<file path="src/rtl/lut_layer_pkg.sv">
// Shared types and helpers for the LUT layer engine.
package lut_layer_pkg;

    typedef enum logic [1:0] {
        CFG   = 2'd0,
        RUN   = 2'd1,
        DRAIN = 2'd2
    } state_e;

    // Width of the neuron select field; a single-neuron layer still gets one bit.
    function automatic int cfg_nw(input int neurons);
        return (neurons > 1) ? $clog2(neurons) : 1;
    endfunction

endpackage

</file>
<file path="src/rtl/lut_layer_engine_if.sv">
// Frame stream, result stream and configuration port of the LUT layer engine.
interface lut_layer_engine_if #(
    parameter int NEURONS  = 4,
    parameter int FAN_IN   = 6,
    parameter int OUT_BITS = 1
);
    import lut_layer_pkg::*;

    localparam int CFG_NW = cfg_nw(NEURONS);

    logic                         in_valid;
    logic                         in_ready;
    logic [NEURONS*FAN_IN-1:0]    in_data;
    logic                         out_valid;
    logic                         out_ready;
    logic [NEURONS*OUT_BITS-1:0]  out_data;
    logic                         cfg_we;
    logic [CFG_NW-1:0]            cfg_neuron;
    logic [FAN_IN-1:0]            cfg_addr;
    logic [OUT_BITS-1:0]          cfg_data;
    logic                         cfg_done;
    logic                         cfg_start;
    logic                         mode_run;
    logic                         cfg_err;

    modport master (
        output in_valid, in_data, out_ready,
        output cfg_we, cfg_neuron, cfg_addr, cfg_data, cfg_done, cfg_start,
        input  in_ready, out_valid, out_data, mode_run, cfg_err
    );

    modport slave (
        input  in_valid, in_data, out_ready,
        input  cfg_we, cfg_neuron, cfg_addr, cfg_data, cfg_done, cfg_start,
        output in_ready, out_valid, out_data, mode_run, cfg_err
    );

endinterface

</file>
<file path="src/rtl/lut_layer_engine_neuron_table.sv">
// Truth-table storage for one neuron: synchronous write, combinational read.
module lut_neuron_table #(
    parameter int FAN_IN   = 6,
    parameter int OUT_BITS = 1
) (
    input  logic                clk,
    input  logic                rst,
    input  logic                we,
    input  logic [FAN_IN-1:0]   waddr,
    input  logic [OUT_BITS-1:0] wdata,
    input  logic [FAN_IN-1:0]   raddr,
    output logic [OUT_BITS-1:0] rdata
);
    localparam int DEPTH = 2**FAN_IN;

    logic [OUT_BITS-1:0] mem_q [DEPTH];
    logic [OUT_BITS-1:0] mem_d [DEPTH];

    // Next table contents: one entry replaced on a write strobe.
    always_comb begin
        mem_d = mem_q;
        if (we) begin
            mem_d[waddr] = wdata;
        end
    end

    // Table register; reset clears every entry so a fresh layer computes all-zero.
    always_ff @(posedge clk or posedge rst) begin
        if (rst) begin
            for (int i = 0; i < DEPTH; i++) begin
                mem_q[i] <= '0;
            end
        end else begin
            mem_q <= mem_d;
        end
    end

    assign rdata = mem_q[raddr];

endmodule

</file>
<file path="src/rtl/lut_layer_engine.sv">
// LUT layer engine: NEURONS runtime-loadable truth tables behind a 2-stage
// valid/ready pipeline, with a mode FSM that fences table writes from traffic.
//
//   state | meaning
//   ------+-------------------------------------------------------------
//   CFG   | tables writable, no frames accepted
//   RUN   | frames flow, writes rejected with cfg_err
//   DRAIN | no new frames; leave for CFG once both stages are empty
module lut_layer_engine
    import lut_layer_pkg::*;
#(
    parameter int NEURONS  = 4,
    parameter int FAN_IN   = 6,
    parameter int OUT_BITS = 1
) (
    input  logic                 clk,
    input  logic                 rst,
    lut_layer_engine_if.slave    bus
);
    localparam int CFG_NW = cfg_nw(NEURONS);
    localparam int IW     = NEURONS * FAN_IN;
    localparam int OW     = NEURONS * OUT_BITS;

    state_e            state_q, state_d;
    logic              s1_valid_q, s1_valid_d;
    logic [IW-1:0]     s1_addr_q, s1_addr_d;
    logic              s2_valid_q, s2_valid_d;
    logic [OW-1:0]     s2_data_q, s2_data_d;
    logic              cfg_err_q, cfg_err_d;

    logic [NEURONS-1:0] neuron_sel;
    logic [NEURONS-1:0] tbl_we;
    logic               neuron_hit;
    logic [OW-1:0]      lookup;
    logic               s1_load, s2_load, accept;

    // Configuration decode: writes only land in CFG and for an existing neuron.
    always_comb begin
        neuron_sel = '0;
        for (int n = 0; n < NEURONS; n++) begin
            neuron_sel[n] = (bus.cfg_neuron == CFG_NW'(n));
        end
        neuron_hit = |neuron_sel;
        tbl_we     = neuron_sel & {NEURONS{(state_q == CFG) && bus.cfg_we}};
    end

    generate
        for (genvar n = 0; n < NEURONS; n++) begin : g_neuron
            lut_neuron_table #(
                .FAN_IN   (FAN_IN),
                .OUT_BITS (OUT_BITS)
            ) u_table (
                .clk   (clk),
                .rst   (rst),
                .we    (tbl_we[n]),
                .waddr (bus.cfg_addr),
                .wdata (bus.cfg_data),
                .raddr (s1_addr_q[n*FAN_IN +: FAN_IN]),
                .rdata (lookup[n*OUT_BITS +: OUT_BITS])
            );
        end
    endgenerate

    // Pipeline advance: a stage loads when empty or when its contents move on,
    // so ready ripples back combinationally and a full pipe still streams.
    always_comb begin
        s2_load    = !s2_valid_q || bus.out_ready;
        s1_load    = !s1_valid_q || s2_load;
        accept     = bus.in_valid && (state_q == RUN) && s1_load;

        s1_valid_d = s1_valid_q;
        s1_addr_d  = s1_addr_q;
        s2_valid_d = s2_valid_q;
        s2_data_d  = s2_data_q;

        if (s1_load) begin
            s1_valid_d = accept;
            if (accept) begin
                s1_addr_d = bus.in_data;
            end
        end
        if (s2_load) begin
            s2_valid_d = s1_valid_q;
            if (s1_valid_q) begin
                s2_data_d = lookup;
            end
        end
    end

    // Mode FSM next state and write-rejection flag. DRAIN looks at the next
    // occupancy so it can exit in the same cycle the last result hands off.
    always_comb begin
        state_d   = state_q;
        cfg_err_d = 1'b0;
        case (state_q)
            CFG: begin
                cfg_err_d = bus.cfg_we && !neuron_hit;
                if (bus.cfg_done) begin
                    state_d = RUN;
                end
            end
            RUN: begin
                cfg_err_d = bus.cfg_we;
                if (bus.cfg_start) begin
                    state_d = DRAIN;
                end
            end
            DRAIN: begin
                cfg_err_d = bus.cfg_we;
                if (!s1_valid_d && !s2_valid_d) begin
                    state_d = CFG;
                end
            end
            default: begin
                state_d = CFG;
            end
        endcase
    end

    // State, pipeline and error-pulse registers; reset discards in-flight frames.
    always_ff @(posedge clk or posedge rst) begin
        if (rst) begin
            state_q    <= CFG;
            s1_valid_q <= 1'b0;
            s1_addr_q  <= '0;
            s2_valid_q <= 1'b0;
            s2_data_q  <= '0;
            cfg_err_q  <= 1'b0;
        end else begin
            state_q    <= state_d;
            s1_valid_q <= s1_valid_d;
            s1_addr_q  <= s1_addr_d;
            s2_valid_q <= s2_valid_d;
            s2_data_q  <= s2_data_d;
            cfg_err_q  <= cfg_err_d;
        end
    end

    assign bus.in_ready  = (state_q == RUN) && s1_load;
    assign bus.out_valid = s2_valid_q;
    assign bus.out_data  = s2_data_q;
    assign bus.mode_run  = (state_q == RUN);
    assign bus.cfg_err   = cfg_err_q;

endmodule

</file>
<file path="src/flat_wrapper.sv">
// flat-port wrapper written by rule: the top's interface ports become plain ports
module lut_layer_engine_flat import lut_layer_pkg::*;
#(
    parameter int NEURONS  = 4,
    parameter int FAN_IN   = 6,
    parameter int OUT_BITS = 1
)
  (clk, rst, bus_in_valid, bus_in_data, bus_out_ready, bus_cfg_we, bus_cfg_neuron, bus_cfg_addr, bus_cfg_data, bus_cfg_done, bus_cfg_start, bus_in_ready, bus_out_valid, bus_out_data, bus_mode_run, bus_cfg_err);
  lut_layer_engine_if #(.NEURONS(NEURONS), .FAN_IN(FAN_IN), .OUT_BITS(OUT_BITS)) bus_i ();
  input  logic clk;
  input  logic rst;
  input wire logic [$bits(bus_i.in_valid)-1:0] bus_in_valid;
  input wire logic [$bits(bus_i.in_data)-1:0] bus_in_data;
  input wire logic [$bits(bus_i.out_ready)-1:0] bus_out_ready;
  input wire logic [$bits(bus_i.cfg_we)-1:0] bus_cfg_we;
  input wire logic [$bits(bus_i.cfg_neuron)-1:0] bus_cfg_neuron;
  input wire logic [$bits(bus_i.cfg_addr)-1:0] bus_cfg_addr;
  input wire logic [$bits(bus_i.cfg_data)-1:0] bus_cfg_data;
  input wire logic [$bits(bus_i.cfg_done)-1:0] bus_cfg_done;
  input wire logic [$bits(bus_i.cfg_start)-1:0] bus_cfg_start;
  output wire logic [$bits(bus_i.in_ready)-1:0] bus_in_ready;
  output wire logic [$bits(bus_i.out_valid)-1:0] bus_out_valid;
  output wire logic [$bits(bus_i.out_data)-1:0] bus_out_data;
  output wire logic [$bits(bus_i.mode_run)-1:0] bus_mode_run;
  output wire logic [$bits(bus_i.cfg_err)-1:0] bus_cfg_err;
  assign bus_i.in_valid = bus_in_valid;
  assign bus_i.in_data = bus_in_data;
  assign bus_i.out_ready = bus_out_ready;
  assign bus_i.cfg_we = bus_cfg_we;
  assign bus_i.cfg_neuron = bus_cfg_neuron;
  assign bus_i.cfg_addr = bus_cfg_addr;
  assign bus_i.cfg_data = bus_cfg_data;
  assign bus_i.cfg_done = bus_cfg_done;
  assign bus_i.cfg_start = bus_cfg_start;
  assign bus_in_ready = bus_i.in_ready;
  assign bus_out_valid = bus_i.out_valid;
  assign bus_out_data = bus_i.out_data;
  assign bus_mode_run = bus_i.mode_run;
  assign bus_cfg_err = bus_i.cfg_err;
  lut_layer_engine #(.NEURONS(NEURONS), .FAN_IN(FAN_IN), .OUT_BITS(OUT_BITS)) u_core (.clk(clk), .rst(rst), .bus(bus_i));
endmodule
</file>
<file path="config.mk">
export PLATFORM = sky130hd
export DESIGN_NAME = lut_layer_engine_flat
export DESIGN_NICKNAME = d
export VERILOG_FILES = /design/src/rtl/lut_layer_pkg.sv /design/src/rtl/lut_layer_engine_if.sv /design/src/rtl/lut_layer_engine_neuron_table.sv /design/src/rtl/lut_layer_engine.sv /design/src/flat_wrapper.sv
export SDC_FILE = /design/constraint.sdc
export NUM_CORES = 1
export LEC_CHECK = 0
export ABC_AREA = 1
export CAP_MARGIN = 10
export CORE_MARGIN = 2
export CORE_UTILIZATION = 53
export DETAILED_ROUTE_END_ITERATION = 10
export PLACE_DENSITY = 0.81
export SLEW_MARGIN = 10
export SYNTH_ARGS = -nofsm -noshare
export SYNTH_HDL_FRONTEND = slang
export SYNTH_SLANG_ARGS = --single-unit
</file>
<file path="constraint.sdc">
create_clock -name clk -period 23.5 [get_ports clk]
set_clock_uncertainty 0.05 [all_clocks]
set_input_delay 3.525 -clock clk [delete_from_list [all_inputs] [get_ports clk]]
set_output_delay 3.525 -clock clk [all_outputs]
set_load 0.05 [all_outputs]
</file>
# Word level (Yosys, flattened, before mapping)
# Cells that the tools add are included.
[word_totals]
reg_bits = 289
out_inout_bits = 8
[op_classes]
n_lt_le_gt_ge = 6
eq_ne = 8
mux = 25
bitwise_logic = 6
reduce_logical = 21
[ops]
columns = ["cell", "n"]
rows = [
  ["64-bit bitwise mux", 4],
  ["7-bit greater-or-equal comparator (second input constant)", 5],
  ["6-bit inverter with 7-bit output", 5],
  ["1-bit binary-select mux with 6-bit select", 4],
  ["1-bit two-way mux", 11],
  ["1-bit logical AND", 7],
  ["7-bit by 1-bit < comparator with 1-bit output (second input constant)", 1],
  ["1-bit demux with 6-bit select", 1],
  ["2-bit equality test (second input constant)", 3],
  ["2-bit two-way mux", 3],
  ["2-bit case mux with 3 select lines", 1],
  ["1-bit zero test", 5],
  ["4-bit bitwise AND", 1],
  ["2-bit by 1-bit equality test with 1-bit output (second input constant)", 2],
  ["2-bit zero test", 2],
  ["2-bit != test (second input constant)", 2],
  ["2-bit AND reduction", 2],
  ["4-bit OR reduction", 1],
  ["3-bit AND reduction", 1],
  ["1-bit logical OR", 2],
  ["2-bit by 1-bit != test with 1-bit output (second input constant)", 1],
  ["1-bit case mux with 2 select lines", 1],
  ["2-bit OR reduction", 1],
]

# Depth between registers and ports, before layout
[logic_depth]
word_depth = 9
depth_mapped = 13

# Cells and area by module
# A second synthesis with hierarchy kept.
[unflattened]
cells_unflattened = 1849
hier_area_um2 = 15220.8
[modules_own_cells]
columns = ["mod", "instances", "cells_per_inst", "area_per_inst_um2", "seq_area_each_um2"]
rows = [
  ["lut_neuron_table", 4, 421, 3434.5, 1601.5],
  ["lut_layer_engine", 1, 165, 1482.7, 825.8],
]

# Least setup slack after synthesis
# Ideal clock, no wire load.
[synth_path]
path_kind = "in2out"
start = "input bus_out_ready"
end = "output bus_in_ready"
t_arrival_ns = 4.026
slack_ns = 15.899
stages = 4
path_buffers = 0
path_cell_list = "inv_1 nand3_1 nand2_1 inv_1"
[synth_between]
elab_chain_cells = 3
[synth_rtl]
columns = ["item", "line", "source"]
rows = [
  ["from (decl)", "flat_wrapper.sv:14", "input wire logic [$bits(bus_i.out_ready)-1:0] bus_out_ready;"],
  ["1-bit logical OR", "lut_layer_engine.sv:67", "s2_load = !s2_valid_q || bus.out_ready;"],
  ["1-bit logical OR", "lut_layer_engine.sv:68", "s1_load = !s1_valid_q || s2_load;"],
  ["1-bit logical AND", "lut_layer_engine.sv:139", "assign bus.in_ready = (state_q == RUN) && s1_load;"],
  ["to (decl)", "flat_wrapper.sv:21", "output wire logic [$bits(bus_i.in_ready)-1:0] bus_in_ready;"],
]
# No other way between the ends.

# Worst setup path after layout
# Same ends and word-level chain as after synthesis.

==> run_results.csv <==
group,metric,value,unit
outcome,status,"completed",
die,die_w,166,um
clocking,cts_htree_levels,1,
pwr,powerDensity,109,mW/mm^2
finish,drive_above_1_share,0.0490,
clocking,ctsHoldBuffers,0,
die,die_area,0.0276,sq mm
grt,grt_pass1_vias,12400,
placement,gp_congestion,0.921,
sta,tightestPinTransition,1280,ps
finish,area_delta_synth_final,10.3,%
finish,fillCellCount,2202,
sta,drv_slew,0,
route,vias,13200,
clocking,clockRootBuffer,"clkbuf_16",
yosys,synth_nets,1730,
yosys,synth_xor_area_frac,0,
yosys,synthAdderAreaFrac,0.00539,
yosys,synth_mux_area_frac,0,
clocking,postCtsSetupBuffers,0,
sta,finalCritPeriodShare,0.367,
finish,layout.cells.non_filler,2009,
worst_hold_path,min_path_type,"reg -> reg",
worst_setup_path,cp_data_required_time,19930,ps
sta,fmax,0.116,GHz
die,rows,59,
worst_setup_path,arrival,5050,ps
yosys,synth_cell_types,18,
yosys,synthCells,1684,
route,via_per_inst,6.58,
yosys,synthArstFlopShare,1.00,
sta,hold_violations,0,
die,die_h,166,um
route,wl_per_cell,22.4,um
yosys,synth-compound-area-share,0.208,
yosys,yosysTopAreaCellShare,0.520,
yosys,synth_edf_count,0,
route,drtIter0Drc,2223,
placement,io_buffers,47,
clocking,clock_path_buffers,3,
yosys,synth_area_leader_cell,"dfrtp_1",
worst_setup_path,crit_fanout,3,
worst_setup_path,start_kind,"input pin",
grt,antenna_found_initial,0,
yosys,avgSynthCellArea,8.26,sq um
yosys,seq_area_frac_synth,0.520,
yosys,yosys_warnings,0,
grt,grt_pass1_wl,69600,um
die,ios,48,
sta,setup_tns,0,ps
yosys,ys_ff_latch,289,
die,initial_core_util,0.537,
yosys,synth.most_common_cell,"nand2_1",
route,dr.pass1.iters,8,
worst_setup_path,worstSetupPathType,"in -> out",
clocking,cts_buffers,29,
placement,post-place-cells,1955,
die,core_region_area,0.0259,sq mm
grt,grt_overflow,0,
route,drcViolationCount,0,
finish,diodes,0,
worst_setup_path,r2r_slack,20470,ps
finish,fin_nets,1697,
clocking,clk_pin_slew,60,ps
yosys,synth_flop_cell,"dfrtp_1",
clocking,clk_latency,550,ps
grt,grt_max_degree,165,
pwr,p_leak,6.69,nW
grt,grt.total_usage,0.319,
job,cap_violations,0,
sta,max_slew_margin,0.148,
clocking,tritoncts,"built",
yosys,synth_top_family_by_area,"simple AND/OR/NAND/NOR gates",
yosys,netlist_top_cells_area,"dfrtp_1 (52%), a31oi_1 (11%), nand2_1 (10%)",
pwr,vdd_drop_max,70.9,uV
sta,setup_viol,0,
clocking,cts_resized,0,
clocking,cts_num_sinks,289,
yosys,synth_top_cells_by_count,"nand2_1 (381), dfrtp_1 (289), nand3_1 (246), a21oi_1 (239), a31oi_1 (237)",
sta,fin_crit,8630,ps
route,wl,44900,um
yosys,synth_simple_gate_area_share,0.212,
yosys,synth_area,0.0139,sq mm
worst_setup_path,crit_path_end_kind,"primary output",
placement,dp_hpwl,25400,um
sta,rsz0062_at_grt,"false",
route,antenna_left,0,
## path summary, 6_finish.rpt
path / startpoint / end / cells past startpoint
max: bus_out_ready / bus_in_ready / 6
min: u_core.bus.out_data[1]$_DFFE_PP0P_ / u_core.bus.out_data[1]$_DFFE_PP0P_ / 2
max in group asynchronous: rst / u_core.g_neuron[3].u_table.mem_q[10]$_DFFE_PP0P_ / 3
min reg2reg: u_core.bus.out_data[1]$_DFFE_PP0P_ / u_core.bus.out_data[1]$_DFFE_PP0P_ / 2
min in group asynchronous: rst / u_core.g_neuron[1].u_table.mem_q[16]$_DFFE_PP0P_ / 2
max reg2reg: u_core.state_q[0]$_DFFE_PP0P_ / u_core.g_neuron[0].u_table.mem_q[44]$_DFFE_PP0P_ / 8
## cell families (layout without fill, tap and decap cells)
logic type               Yosys count  in the layout
AO/OA/AOI/OAI                    518            518
AND/OR/NAND/NOR                  701            701
adder cells (fa/ha/maj)            6              6
buffers and inverters            170            160
flip-flops                       289            289
## report_power, final
| group | switching [W] | leakage, nW | total (W) | internal (W) |
|---|---|---|---|---|
| clock | 0.000199 | 0.485 | 0.000473 | 0.000274 |
| sequential | 0.0000703 | 3.96 | 0.000628 | 0.000557 |
| combinational | 0.000427 | 2.25 | 0.000570 | 0.000142 |
| total | 0.000697 | 6.69 | 0.00167 | 0.000974 |
## layout by cell type (no fill, tap or decap)
cell type,n
bufinv_16,2
o221ai_1,1
dfrtp_1,289
nand3b_1,3
nor2_1,67
inv_1,25
o21ai_0,41
clkinv_2,7
inv_6,2
a31oi_1,237
a21oi_1,239
clkinv_4,1
clkinv_1,5
clkdlybuf4s50_1,47
nor3_2,4
nand2_1,381
clkbuf_1,5
ha_1,6
clkbuf_16,29
nand3_1,246
clkinvlp_4,1
inv_8,1
buf_4,19
inv_2,8
clkbuf_8,8
## worst max-delay path: stages
cell	delay [ps]
clkdlybuf4s50_1	450
inv_1	50
nand3_1	110
nand2_1	70
inv_1	60
clkdlybuf4s50_1	790
## registers in the layout, summed over array words and instances (netlist names)
name and count:
u_core.bus.cfg_err 1, u_core.state_q 2, u_core.g_neuron.u_table.mem_q 256, u_core.s1_addr_q 24
u_core.bus.out_data 4, u_core.s1_valid_q 1, u_core.bus.out_valid 1
## through the flow
stage	hold WS (ps)	setup slack [ps]	instance area (sq um)	utilization	power (W)
2_1_floorplan	403	11950	13900	-	0.000964
3_3_place_gp	413	14900	14400	0.555	0.00116
3_5_place_dp	415	14880	14400	0.555	0.00117
4_1_cts	432	14880	15300	0.592	0.00164
5_1_grt	462	14770	15300	0.592	0.00173
6_report	428	14870	15300	0.592	0.00167
## routing by layer
metal	share of wire	global-route usage	vias to the layer above	routed length, um
met5	0	0	-	0
met4	0.072	0.198	0	3220
met3	0.13	0.0724	235	5650
met2	0.44	0.476	939	19600
met1	0.37	0.425	6138	16400
li1	-	-	5903	-
## final cells by class
| type | instances | area [sq um] | share of cell area |
|---|---|---|---|
| clock buffer | 42 | 855 | 0.0557 |
| tap | 335 | 419 | 0.0273 |
| multi-input combinational | 1225 | 5940 | 0.387 |
| clock inverter | 12 | 120 | 0.00783 |
| sequential | 289 | 7230 | 0.471 |
| timing repair buffer | 66 | 613 | 0.0400 |
| inverter | 40 | 163 | 0.0106 |
(Power assumes the default switching activity.)
